$ cat src/rtl/rd_circ_buf_arb_pkg.sv
// Shared types for the read circular-buffer arbiter.
// Build option: RD_CIRC_BUF_ARB_FIXED_PRIO_EN selects fixed priority.
package rd_circ_buf_arb_pkg;

  localparam int RD_REQ_W = 64;

  typedef enum logic [1:0] {
    IDLE      = 2'd0,
    REQ_OUT   = 2'd1,
    RESP_PASS = 2'd2
  } arb_state_e;

  typedef struct packed {
    logic [RD_REQ_W-1:0] payload;
  } rd_buf_req_struct;

  function automatic int wrap_inc(input int v, input int n);
    return (v + 1 >= n) ? 0 : v + 1;
  endfunction

endpackage

$ cat src/rtl/rd_circ_buf_arb_sel.sv
// Combinational winner select: round-robin from a pointer, or
// lowest-index-first when RD_CIRC_BUF_ARB_FIXED_PRIO_EN is defined.
import rd_circ_buf_arb_pkg::*;

module rd_circ_buf_arb_sel #(
  parameter int NUM_SRCS = 4,
  parameter int SRC_ID_W = $clog2(NUM_SRCS)
) (
  input  logic [NUM_SRCS-1:0] i_valid,
`ifndef RD_CIRC_BUF_ARB_FIXED_PRIO_EN
  input  logic [SRC_ID_W-1:0] i_rr_ptr,
`endif
  output logic [SRC_ID_W-1:0] o_winner,
  output logic                o_any_valid
);

`ifdef RD_CIRC_BUF_ARB_FIXED_PRIO_EN
  always_comb begin
    o_winner    = '0;
    o_any_valid = 1'b0;
    for (int i = NUM_SRCS - 1; i >= 0; i--) begin
      if (i_valid[i]) begin
        o_winner    = SRC_ID_W'(i);
        o_any_valid = 1'b1;
      end
    end
  end
`else
  logic [SRC_ID_W-1:0] w_idx;

  // Scan from the farthest offset down so the nearest one wins.
  always_comb begin
    o_winner    = '0;
    o_any_valid = 1'b0;
    w_idx       = '0;
    for (int i = NUM_SRCS - 1; i >= 0; i--) begin
      w_idx = SRC_ID_W'((32'(i_rr_ptr) + 32'(i)) % NUM_SRCS);
      if (i_valid[w_idx]) begin
        o_winner    = w_idx;
        o_any_valid = 1'b1;
      end
    end
  end
`endif

endmodule

$ cat src/rtl/rd_circ_buf_arb.sv
// Shares one read circular-buffer engine among NUM_SRCS requesters.
// Build option: RD_CIRC_BUF_ARB_FIXED_PRIO_EN selects fixed priority.
import rd_circ_buf_arb_pkg::*;

module rd_circ_buf_arb #(
  parameter int NUM_SRCS = 4,
  parameter int SRC_ID_W = $clog2(NUM_SRCS),
  parameter int REQ_W    = RD_REQ_W,
  parameter int DATA_W   = 512
) (
  input  logic                      clk,
  input  logic                      rst,
  input  logic [NUM_SRCS-1:0]       src_arb_req_val,
  input  logic [NUM_SRCS*REQ_W-1:0] src_arb_req_data,
  output logic [NUM_SRCS-1:0]       arb_src_req_rdy,
  output logic                      arb_buf_req_val,
  output logic [REQ_W-1:0]          arb_buf_req_data,
  input  logic                      buf_arb_req_rdy,
  input  logic                      buf_arb_resp_data_val,
  input  logic [DATA_W-1:0]         buf_arb_resp_data,
  input  logic                      buf_arb_resp_data_last,
  output logic                      arb_buf_resp_data_rdy,
  output logic [NUM_SRCS-1:0]       arb_src_resp_data_val,
  output logic [DATA_W-1:0]         arb_src_resp_data,
  output logic                      arb_src_resp_data_last,
  input  logic [NUM_SRCS-1:0]       src_arb_resp_data_rdy,
  output logic                      arb_busy,
  output logic [SRC_ID_W-1:0]       arb_cur_src
);

  arb_state_e          r_state;
  arb_state_e          w_state_nxt;
  logic [SRC_ID_W-1:0] r_grant;
  logic [REQ_W-1:0]    r_req;
  logic [SRC_ID_W-1:0] w_winner;
  logic                w_any_valid;
  logic                w_accept;
  logic                w_done;
  logic [NUM_SRCS-1:0] w_win_oh;
  logic [NUM_SRCS-1:0] w_grant_oh;
  logic [REQ_W-1:0]    w_req_mux;
`ifndef RD_CIRC_BUF_ARB_FIXED_PRIO_EN
  logic [SRC_ID_W-1:0] r_rr_ptr;
`endif

  rd_circ_buf_arb_sel #(
    .NUM_SRCS (NUM_SRCS),
    .SRC_ID_W (SRC_ID_W)
  ) u_sel (
    .i_valid     (src_arb_req_val),
`ifndef RD_CIRC_BUF_ARB_FIXED_PRIO_EN
    .i_rr_ptr    (r_rr_ptr),
`endif
    .o_winner    (w_winner),
    .o_any_valid (w_any_valid)
  );

  assign w_win_oh   = NUM_SRCS'(1) << w_winner;
  assign w_grant_oh = NUM_SRCS'(1) << r_grant;

  always_comb begin
    w_req_mux = '0;
    for (int i = 0; i < NUM_SRCS; i++) begin
      if (w_winner == SRC_ID_W'(i)) begin
        w_req_mux = src_arb_req_data[i*REQ_W +: REQ_W];
      end
    end
  end

  always_comb begin
    w_state_nxt           = r_state;
    w_accept              = 1'b0;
    w_done                = 1'b0;
    arb_src_req_rdy       = '0;
    arb_buf_req_val       = 1'b0;
    arb_buf_resp_data_rdy = 1'b0;
    arb_src_resp_data_val = '0;
    unique case (r_state)
      IDLE: begin
        // Ready is held off while reset is asserted.
        if (w_any_valid && !rst) begin
          arb_src_req_rdy = w_win_oh;
          w_accept        = 1'b1;
          w_state_nxt     = REQ_OUT;
        end
      end
      REQ_OUT: begin
        arb_buf_req_val = 1'b1;
        if (buf_arb_req_rdy) begin
          w_state_nxt = RESP_PASS;
        end
      end
      RESP_PASS: begin
        if (buf_arb_resp_data_val) begin
          arb_src_resp_data_val = w_grant_oh;
        end
        arb_buf_resp_data_rdy = src_arb_resp_data_rdy[r_grant];
        if (buf_arb_resp_data_val && arb_buf_resp_data_rdy
            && buf_arb_resp_data_last) begin
          w_done      = 1'b1;
          w_state_nxt = IDLE;
        end
      end
      default: w_state_nxt = IDLE;
    endcase
  end

  always_ff @(posedge clk) begin
    if (rst) begin
      r_state  <= IDLE;
      r_grant  <= '0;
      r_req    <= '0;
`ifndef RD_CIRC_BUF_ARB_FIXED_PRIO_EN
      r_rr_ptr <= '0;
`endif
    end else begin
      r_state <= w_state_nxt;
      if (w_accept) begin
        r_req   <= w_req_mux;
        r_grant <= w_winner;
      end
`ifndef RD_CIRC_BUF_ARB_FIXED_PRIO_EN
      if (w_done) begin
        r_rr_ptr <= SRC_ID_W'(wrap_inc(32'(r_grant), NUM_SRCS));
      end
`endif
    end
  end

  assign arb_buf_req_data       = r_req;
  assign arb_src_resp_data      = buf_arb_resp_data;
  assign arb_src_resp_data_last = buf_arb_resp_data_last;
  assign arb_busy               = (r_state != IDLE);
  assign arb_cur_src            = r_grant;

endmodule

$ cat config.mk
export PLATFORM = sky130hd
export DESIGN_NAME = rd_circ_buf_arb
export DESIGN_NICKNAME = d
export VERILOG_FILES = /design/src/rtl/rd_circ_buf_arb_pkg.sv /design/src/rtl/rd_circ_buf_arb_sel.sv /design/src/rtl/rd_circ_buf_arb.sv
export SDC_FILE = /design/constraint.sdc
export NUM_CORES = 1
export LEC_CHECK = 0
export BUFFER_PORTS_ARGS = -buffer_cell sky130_fd_sc_hd__buf_2
export CAP_MARGIN = 20
export CORE_AREA = 2 2 535 537
export DETAILED_ROUTE_END_ITERATION = 6
export DIE_AREA = 0 0 537 539
export REMOVE_ABC_BUFFERS = 1
export SLEW_MARGIN = 30
export SYNTH_ARGS = -nofsm -noshare
export SYNTH_HDL_FRONTEND = slang
export SYNTH_SLANG_ARGS = --single-unit
$ cat constraint.sdc
create_clock -name clk -period 1.9 [get_ports clk]
set_input_delay 0.19 -clock clk [delete_from_list [all_inputs] [get_ports clk]]
set_output_delay 0.19 -clock clk [all_outputs]
set_load 0.005 [all_outputs]
# --- After elaboration in Yosys (flattened, before gate mapping) ---
# Index checks and enable logic that the tools add are counted.
classes:
  add_sub_neg: 4
  mul: 0
  div: 0
  magnitude_cmp: 6
  eq_ne: 8
  shift: 2
  muxes: 37
  bitwise: 0
  reduce_logical: 8
ops:
  columns: ["op", "n"]
  rows:
  - ["$mux 64", 4]
  - ["$mux 2", 8]
  - ["$mux 4", 4]
  - ["$lt 2x3->1 const B", 5]
  - ["$mux 1", 15]
  - ["$bmux 1 s2", 5]
  - ["$shl 1x2->4 const A", 2]
  - ["$eq 2x2->1 const B", 3]
  - ["$ne 2x2->1 const B", 3]
  - ["$pmux 2 s3", 1]
  - ["$add 2x2->2 const B", 2]
  - ["$eq 2x1->1 const B", 2]
  - ["$logic_not 2->1", 2]
  - ["$add 2x1->3 const B", 1]
  - ["$ge 3x3->1 const B", 1]
  - ["$logic_and 1x1->1", 3]
  - ["$reduce_and 3->1", 1]
  - ["$add 2x1->2 const B", 1]
  - ["$reduce_bool 2->1", 1]
  - ["$logic_not 1->1", 1]
totals:
  regBits: 70
  latch_bits: 0
  mem_bits_rw: 0
  romBits: 0
  input_bits: 781
  output_inout_bits: 590
  elab_cells: 69
  memories: 0

# --- Logic depth before layout (Yosys ltp) ---
# Gate-level depths: netlist of run 1.
depth:
  depth_word: 12
  mapped_depth: 8
  depth_no_buf: 5

# --- Cells and area by module ---
# A second synthesis of run 1 with hierarchy kept.
hier_totals:
  hier_cells: 934
  area_unflattened_um2: 8321.7
modules_own_cells:
  columns: ["mod", "n_inst", "cells_each", "area_each_um2", "seq_area_each_um2"]
  rows:
  - ["rd_circ_buf_arb", 1, 921, 8244.2, 1401.3]
  - ["rd_circ_buf_arb_sel", 1, 13, 77.6, 0.0]

# --- Least setup slack after synthesis of run 1 ---
# OpenSTA, ideal clock, no wires.
synth_path:
  path_kind: "register to register"
  from: "reg r_rr_ptr[1]"
  to: "reg r_req[26], in the netlist arb_buf_req_data[26]"
  setup_time_ns: 0.127
  arrival_time_ns: 1.589
  t_required_ns: 1.773
  slack_ns: 0.184
  path_stages_with_launch: 9
  n_path_buf: 3
  synth_period_minus_slack_ns: 1.716
  cell_sequence: "dfxtp_1 -> buf_4 -> mux2i_2 -> o22ai_4 -> nor2_8 -> buf_8 -> buf_8 -> mux2i_1 -> o211ai_2"
synth_between:
  elab_chain_cells: 12
  elab_cells_between_ends: 30
  classes_between: "3 x add/sub; 3 x eq/ne; 22 x mux; 2 x reduce/logical"
synth_rtl:
  columns: ["item", "line", "text"]
  rows:
  - ["start: declaration", "rd_circ_buf_arb.sv:43", "logic [SRC_ID_W-1:0] r_rr_ptr;"]
  - ["start signal: assignment", "rd_circ_buf_arb.sv:124", "r_rr_ptr <= SRC_ID_W'(wrap_inc(32'(r_grant), NUM_SRCS));"]
  - ["$add 2x2->2", "rd_circ_buf_arb_sel.sv:37", "w_idx = SRC_ID_W'((32'(i_rr_ptr) + 32'(i)) % NUM_SRCS);"]
  - ["$bmux 1 s2", "rd_circ_buf_arb_sel.sv:38", "if (i_valid[w_idx]) begin"]
  - ["$mux 1 (not written as such)", "rd_circ_buf_arb_sel.sv:38", null]
  - ["$mux 2 (4 in series)", "rd_circ_buf_arb_sel.sv:38", null]
  - ["$logic_not 2->1", "rd_circ_buf_arb.sv:64", "if (w_winner == SRC_ID_W'(i)) begin"]
  - ["$mux 64 (4 in series)", "rd_circ_buf_arb.sv:64", null]
  - ["end signal: assignment", "rd_circ_buf_arb.sv:119", "r_req <= w_req_mux;"]
  - ["end: declaration", "rd_circ_buf_arb.sv:34", "logic [REQ_W-1:0] r_req;"]
# Parallel ways exist; a longest one is shown, timed or not. The select of a mux whose other input is x is not followed.
# A chain may end at the register's enable or synchronous reset.

# --- Worst setup path in the final report of run 1 ---
layout_path:
  from: "reg r_rr_ptr[1]"
  to: "out arb_src_req_rdy[2]"
layout_between:
  elab_chain_cells: 10
  elab_cells_between_ends: 23
  classes_between: "3 x add/sub; 1 x shift; 18 x mux; 1 x reduce/logical"
layout_rtl:
  columns: ["item", "line", "text"]
  rows:
  - ["$add 2x2->2", "rd_circ_buf_arb_sel.sv:37", null]
  - ["$bmux 1 s2", "rd_circ_buf_arb_sel.sv:38", null]
  - ["$mux 1 (not written as such)", "rd_circ_buf_arb_sel.sv:38", null]
  - ["$mux 2 / $mux 1 (equally long branches) (4 in series)", "rd_circ_buf_arb_sel.sv:38", null]
  - ["$shl 1x2->4 / $logic_and 1x1->1 (equally long branches)", "rd_circ_buf_arb.sv:58, rd_circ_buf_arb.sv:81", null]
  - ["$mux 4 *", "rd_circ_buf_arb.sv:81", "if (w_any_valid && !rst) begin"]
  - ["$mux 4 *", "rd_circ_buf_arb.sv:78", "unique case (r_state)"]
  - ["end: declaration", "rd_circ_buf_arb.sv:15", "output logic [NUM_SRCS-1:0] arb_src_req_rdy,"]
# Every way passes the cells marked *; elsewhere a longest branch is shown, timed or not. The select of a mux whose other input is x is not followed.

==> results.sh, run 1 <==
export IMPL_outcome="complete, but fails checks"
export IMPL_violations="negative setup slack"
export IMPL_worst_clock_skew_ns=0.0196
export IMPL_postPlaceCellArea_um2=11900
export IMPL_arrival_ns=1.91
export IMPL_place_gp_congestion=1.38
export IMPL_setup_slack_ns=-0.200
export IMPL_final_layout_size_suffix_gt1_frac=0.582
export IMPL_worst_slew_slack_as_a_fraction_of_its_limit=0.626
export IMPL_max_cap_violations=0
export IMPL_syn_mean_instance_area_um2=7.95
export IMPL_nFillCells=33748
export IMPL_nNetsFinal=1794
export IMPL_synthToLayoutAreaGrowth_pct=58.0
export IMPL_cts_inserted_buffers=9
export IMPL_final_min_clock_period_ns=2.10
export IMPL_cts_root_buffer_cell="sky130_fd_sc_hd__clkbuf_16"
export IMPL_worstHoldPathType="in -> reg"
export IMPL_floorplan_die_height_um=539
export IMPL_start_util=0.0301
export IMPL_timing_critical_path_from_type="register"
export IMPL_seq_area_frac_synth=0.164
export IMPL_clock_tree_buffer_depth=2
export IMPL_timing_final_crit_share=1.11
export IMPL_synth_top_flop_cell="sky130_fd_sc_hd__dfxtp_1"
export IMPL_area_of_all_sequential_standard_cells_um2=1410
export IMPL_drtAntennaViolNets=0
export IMPL_routed_wl_um=377000
export IMPL_syn_inst=1076
export IMPL_yosys_top_cells_area="sky130_fd_sc_hd__buf_4, sky130_fd_sc_hd__dfxtp_1, sky130_fd_sc_hd__mux2i_1"
export IMPL_fin_area_um2=13500
export IMPL_rsz0062_at_grt="true"
export IMPL_yosys_warnings=0
export IMPL_holdWs_ns=0.0661
export IMPL_quantity_of_i_o_buffers_inserted_on_ports=346
export IMPL_leakagePower_nw=4.23
export IMPL_finalMaxSlewViolations=0
export IMPL_yosys_cell_types_count=41
export IMPL_total_drc_errors_in_the_routed_layout=0
export IMPL_vias_per_cell=2.21
export IMPL_layout_cells_most_common_list="sky130_fd_sc_hd__buf_2, sky130_fd_sc_hd__buf_4, sky130_fd_sc_hd__nand2_1, sky130_fd_sc_hd__dfxtp_1, sky130_fd_sc_hd__a21o_1"
export IMPL_number_of_enable_flip_flop_cells_after_synthesis=0
export IMPL_cp_required_ns=1.71
export IMPL_worst_setup_hold_path_clk_slew_ns=0.07
export IMPL_grt_ovfl_total=0
export IMPL_mapped_area_um2=8550
export IMPL_antenna_violations_before_repair=83
export IMPL_die_w_um=537
export IMPL_critPathKind="reg -> out"
export IMPL_cts_htree_levels=3
export IMPL_floorplan_core_area_um2=284000
export IMPL_synth_area_leader_cell="sky130_fd_sc_hd__buf_4"
export IMPL_report_final_setup_viol=38
export IMPL_final_standard_cell_utilization_of_the_core=0.0476
export IMPL_die_area_um2=289000
export IMPL_drt_iter0_markers=1376
export IMPL_synth_top_cell_area_share=0.456
export IMPL_number_of_cell_rows=196
export IMPL_vias=10603
export IMPL_critPathCaptureType="primary output"
export IMPL_layout_commonest_cell="sky130_fd_sc_hd__buf_2"
export IMPL_max_vdd_ir_drop_v=0.000501
export IMPL_maximum_number_of_pins_on_one_net_before_global_route_repair=28
export IMPL_boundaryPins=1371
export IMPL_cts_sink_count=70
export IMPL_worst_slew_pin_transition_ns=0.550
export IMPL_yosys_register_bits=70
export IMPL_multi_input_comb_area_um2=3400
export IMPL_wire_per_inst_um=78.7
export IMPL_hpwlAfterDp_um=363000
export IMPL_grtUsageTotal=0.251
export IMPL_power_density_nw_per_um2=466
export IMPL_timing_fmax_ghz=0.476
export IMPL_tritoncts="yes"
export IMPL_hold_viol=0
export IMPL_grt_first_pass_wirelength_um=393000
export IMPL_synth_async_sr_flop_share=0
export IMPL_worstSkewPairLatency_ns=0.42
export IMPL_timing_critical_path_fanout_max=4
export IMPL_first_global_vias=7734
export IMPL_drt_pre_antenna_iters=5
-- final cells by class --
cell class	instances	area share
diodes	18	0.00333
clock buffers	10	0.0177
clock inverters	6	0.00509
inverters	3	0.000833
multi-input cells	436	0.252
flip-flops and latches	70	0.105
well taps	3762	0.348
repair buffers	489	0.269
-- report_power, final --
group	internal, mW	switching [mW]	total, mW
clock	1.06	0.987	2.05
sequential	1.65	0.100	1.75
combinational	1.09	1.42	2.51
total	3.79	2.51	6.30
-- final timing paths --
kind                            cells after the start              endpoint  slack [ns]                 start
worst max-delay path                                8    arb_src_req_rdy[2]       -0.20           r_rr_ptr[1]
worst min-delay path                                3  arb_buf_req_data[20]        0.07  src_arb_req_data[20]
worst max register to register                      7   arb_buf_req_data[3]       -0.19           r_rr_ptr[1]
worst min register to register                      2  arb_buf_req_data[20]        0.48  arb_buf_req_data[20]
-- logic make-up (layout without fill, tap and decap cells) --
| group | count (synthesis) | count (layout) | synth area share |
|---|---|---|---|
| AO/OA/AOI/OAI | 203 | 203 | 0.172 |
| other | 0 | 18 | 0 |
| multiplexers | 68 | 68 | 0.0815 |
| flip-flops | 70 | 70 | 0.164 |
| adder cells (fa/ha/maj) | 4 | 4 | 0.00585 |
| AND/OR/NAND/NOR | 160 | 161 | 0.0903 |
| buffers and inverters | 571 | 508 | 0.486 |
-- synthesized netlist by cell type, drive strengths merged, types with 2 or more instances --
| cell | number |
|---|---|
| a21o | 63 |
| a21oi | 6 |
| and3 | 4 |
| buf | 550 |
| clkbuf | 18 |
| dfxtp | 70 |
| ha | 4 |
| inv | 3 |
| mux2i | 67 |
| nand2 | 70 |
| nand2b | 2 |
| nand3 | 65 |
| nor2 | 9 |
| nor2b | 2 |
| o211ai | 63 |
| o21ai | 63 |
| o221ai | 2 |
| o22a | 2 |
| or2 | 2 |
-- critical path, stage by stage (launching register included) --
cell	delay (ns)
sky130_fd_sc_hd__dfxtp_4	0.40
sky130_fd_sc_hd__mux2i_4	0.27
sky130_fd_sc_hd__o22ai_4	0.11
sky130_fd_sc_hd__buf_12	0.15
sky130_fd_sc_hd__nor2_8	0.13
sky130_fd_sc_hd__buf_6	0.14
sky130_fd_sc_hd__buf_12	0.12
sky130_fd_sc_hd__nor2_2	0.04
sky130_fd_sc_hd__buf_2	0.11
-- state kept, by name (all words and copies together) (netlist names) --
register	cells
r_rr_ptr	2
r_state	2
arb_cur_src	2
arb_buf_req_data	64
-- per-stage QoR --
step	cells	setup slack [ns]	setup TNS, ns	power (mW)
finish	4794	-0.200	-3.24	6.30
global route	4788	-0.261	-6.70	6.49
CTS	4759	-0.223	-4.24	6.28
detailed placement	4707	-0.546	-3.70	3.89
global placement	4707	-1.05	-3.65	3.86
floorplan	508	-0.735	-45.54	2.37
-- repair_timing --
| action | 4_1_cts | 5_1_grt |
|---|---|---|
| gates resized for setup | 102 | 70 |
| pin swaps | 12 | 11 |
| hold buffers | 0 | 0 |
| buffers inserted | 28 | 16 |
| cloned | 10 | 5 |
| hold endpoints to repair | 0 | 0 |
| endpoints found under the setup margin | 62 | 68 |
-- layer usage --
layer,share of wire,wire length [µm],vias to the layer above,global-route usage
met3,0.36,138000,306,0.435
met4,0.035,13300,102,0.0719
met1,0.093,35200,4361,0.0642
li1,-,-,3012,-
met2,0.49,187000,2822,0.442
met5,0.012,4610,-,0.106
(Power assumes the default switching activity.)
==> inputs of run 2 (changes only) <==
- CORE_AREA: 2 2 535 537 -> 2 2 532 534
- DIE_AREA: 0 0 537 539 -> 0 0 534 536
- REMOVE_ABC_BUFFERS: 1 -> not set
==> run 2 against run 1 <==
Compared with the run above:
- the flow still finishes with violations (negative setup slack)
- utilization about the same
- sequential power about the same
- worst hold slack improved by 0.0022 ns
- combinational power decreased by 8.0%
- maximum frequency decreased by 0.81%
- register-to-register slack improved by 0.03 ns
- sequential cell count unchanged
- clock-buffer cell count unchanged
- worst setup slack got worse by 0.017 ns
- largest cell class unchanged
- die area decreased by 1.1%
==> results.sh, run 2 (synthesized netlist as in run 1, its figures left out) <==
export IMPL_drt_iter0_markers=738
export IMPL_max_cap_violations=0
export IMPL_drt_pre_antenna_iters=5
export IMPL_layout_commonest_cell="sky130_fd_sc_hd__buf_2"
export IMPL_synthToLayoutAreaGrowth_pct=55.9
export IMPL_nNetsFinal=1764
export IMPL_timing_final_crit_share=1.11
export IMPL_violations="negative setup slack"
export IMPL_critical_path_top_cell_by_count="sky130_fd_sc_hd__buf_12"
export IMPL_total_power_mw=6.45
export IMPL_cts_root_buffer_cell="sky130_fd_sc_hd__clkbuf_16"
export IMPL_max_vdd_ir_drop_v=0.000471
export IMPL_grt_ovfl_total=0
export IMPL_critPathCaptureType="primary output"
export IMPL_timing_critical_path_fanout_max=5
export IMPL_nFillCells=33213
export IMPL_drtAntennaViolNets=0
export IMPL_grt_first_pass_wirelength_um=231000
export IMPL_crit_slowest_cell="sky130_fd_sc_hd__dfxtp_4"
export IMPL_r2r_start="r_rr_ptr[1]"
export IMPL_rsz0062_at_grt="true"
export IMPL_worstHoldPathType="in -> reg"
export IMPL_power_density_nw_per_um2=484
export IMPL_worst_setup_hold_path_clk_slew_ns=0.09
export IMPL_hpwlAfterDp_um=204000
export IMPL_floorplan_core_area_um2=281000
export IMPL_area_of_all_sequential_standard_cells_um2=1410
export IMPL_place_gp_congestion=1.00
export IMPL_quantity_of_i_o_buffers_inserted_on_ports=346
export IMPL_layout_cells_most_common_list="sky130_fd_sc_hd__buf_2, sky130_fd_sc_hd__nand2_1, sky130_fd_sc_hd__dfxtp_1, sky130_fd_sc_hd__a21o_1, sky130_fd_sc_hd__o21ai_0"
export IMPL_cts_inserted_buffers=9
export IMPL_worst_slew_slack_as_a_fraction_of_its_limit=0.616
export IMPL_pre_cts_ws_ns=-0.229
export IMPL_worstSkewPairLatency_ns=0.42
export IMPL_vias_per_cell=1.78
export IMPL_cts_sink_count=70
export IMPL_finalMaxSlewViolations=0
export IMPL_floorplan_die_height_um=536
export IMPL_report_final_setup_viol=68
export IMPL_cts_htree_levels=3
export IMPL_setup_slack_ns=-0.217
export IMPL_flip_flop_count_of_the_largest_register_after_layout=64
export IMPL_number_of_cell_rows=195
export IMPL_maximum_number_of_pins_on_one_net_before_global_route_repair=65
export IMPL_synth_net_count=1861
export IMPL_timing_fmax_ghz=0.472
export IMPL_grtUsageTotal=0.144
export IMPL_worst_hold_startpoint="src_arb_req_data[20]"
export IMPL_critPathKind="reg -> out"
export IMPL_arrival_ns=1.93
export IMPL_die_w_um=534
export IMPL_start_util=0.0305
export IMPL_timing_critical_path_from_type="register"
export IMPL_cp_required_ns=1.71
export IMPL_critical_path_startpoint="r_rr_ptr[1]"
export IMPL_antenna_violations_before_repair=133
export IMPL_cp_slowest_stage_delay_ns=0.39
export IMPL_routed_wl_um=218000
export IMPL_multi_input_comb_area_um2=3390
export IMPL_outcome="complete, but fails checks"
export IMPL_hold_viol=0
export IMPL_final_min_clock_period_ns=2.12
export IMPL_die_area_um2=286000
export IMPL_worst_slew_pin_transition_ns=0.576
export IMPL_total_drc_errors_in_the_routed_layout=0
export IMPL_final_standard_cell_utilization_of_the_core=0.0475
export IMPL_leakagePower_nw=4.02
export IMPL_first_global_vias=7437
export IMPL_boundaryPins=1371
export IMPL_tritoncts="yes"
export IMPL_crit_chain="mux2i_4 > o22ai_4 > buf_12 > nor2_8 > buf_12 > buf_12 > nor2_1 > buf_2"
export IMPL_final_layout_size_suffix_gt1_frac=0.567
export IMPL_vias=8547
export IMPL_clock_tree_buffer_depth=2
export IMPL_wire_per_inst_um=45.2
export IMPL_worst_clock_skew_ns=0.0162
## run 2: changes by cell type in the layout (fill, tap and decap cells not counted), sizes merged
cell / previous run / this run
diode: 18 / 88
bufbuf: 2 / 0
clkbuf: 15 / 18
buf: 482 / 451
dlygate4sd3: 0 / 1
clkinv: 3 / 1
bufinv: 1 / 2
or3b: 2 / 1
clkinvlp: 1 / 2
## run 2: timing repair
action,in CTS,in global routing
buffers inserted,19,16
gates cloned,1,8
pin swaps,9,12
hold buffers,1,0
setup endpoints to repair,69,68
endpoints found under the hold margin,1,0
resized for setup,69,76
## run 2: through the flow
step	hold slack, ns	setup TNS [ns]	instances	cell area (µm²)
final	0.0683	-7.14	4815	13300
after global routing	0.0307	-11.40	4774	13200
after floorplan	0.350	0	1076	8550
after CTS	0.00910	-6.58	4704	12500
after global placement	0.380	-7.37	4668	11600
after detailed placement	0.380	-8.98	4668	11600
## run 2: path summary, 6_finish.rpt
path                                             end  slack (ns)  cells after the start
worst max-delay path              arb_src_req_rdy[2]       -0.22                      8
worst min-delay path            arb_buf_req_data[20]        0.07                      3
worst max register to register  arb_buf_req_data[18]       -0.16                     10
worst min register to register  arb_buf_req_data[22]        0.48                      2
## run 2: layer usage
metal,global-route usage,share of wire,vias up
met5,0.000333,0.0040,-
met4,0.0811,0.065,132
met3,0.315,0.46,562
met2,0.182,0.36,1485
li1,-,-,3031
met1,0.0447,0.11,3337
## run 2: cell type report
| type | instances | area share |
|---|---|---|
| Antenna cell | 88 | 0.0165 |
| Clock buffer | 10 | 0.0179 |
| Clock inverter | 6 | 0.00694 |
| Inverter | 3 | 0.000844 |
| Multi-Input combinational cell | 435 | 0.254 |
| Sequential cell | 70 | 0.106 |
| Tap cell | 3743 | 0.351 |
| Timing Repair Buffer | 460 | 0.247 |
## run 2: power by group
group	leakage, nW	total (mW)	internal (mW)	switching, mW
Combinational	3.29	2.31	1.03	1.28
Sequential	0.580	1.78	1.65	0.138
Clock	0.156	2.36	1.20	1.16
## run 2: critical path, delay by kind of cell (launching register included)
| family | cells | cell delay, ns |
|---|---|---|
| and+or+nand+nor | 2 | 0.16 |
| muxes | 1 | 0.27 |
| AOI/OAI and AO/OA | 1 | 0.11 |
| DFF | 1 | 0.39 |
| buffers and inverters | 4 | 0.54 |
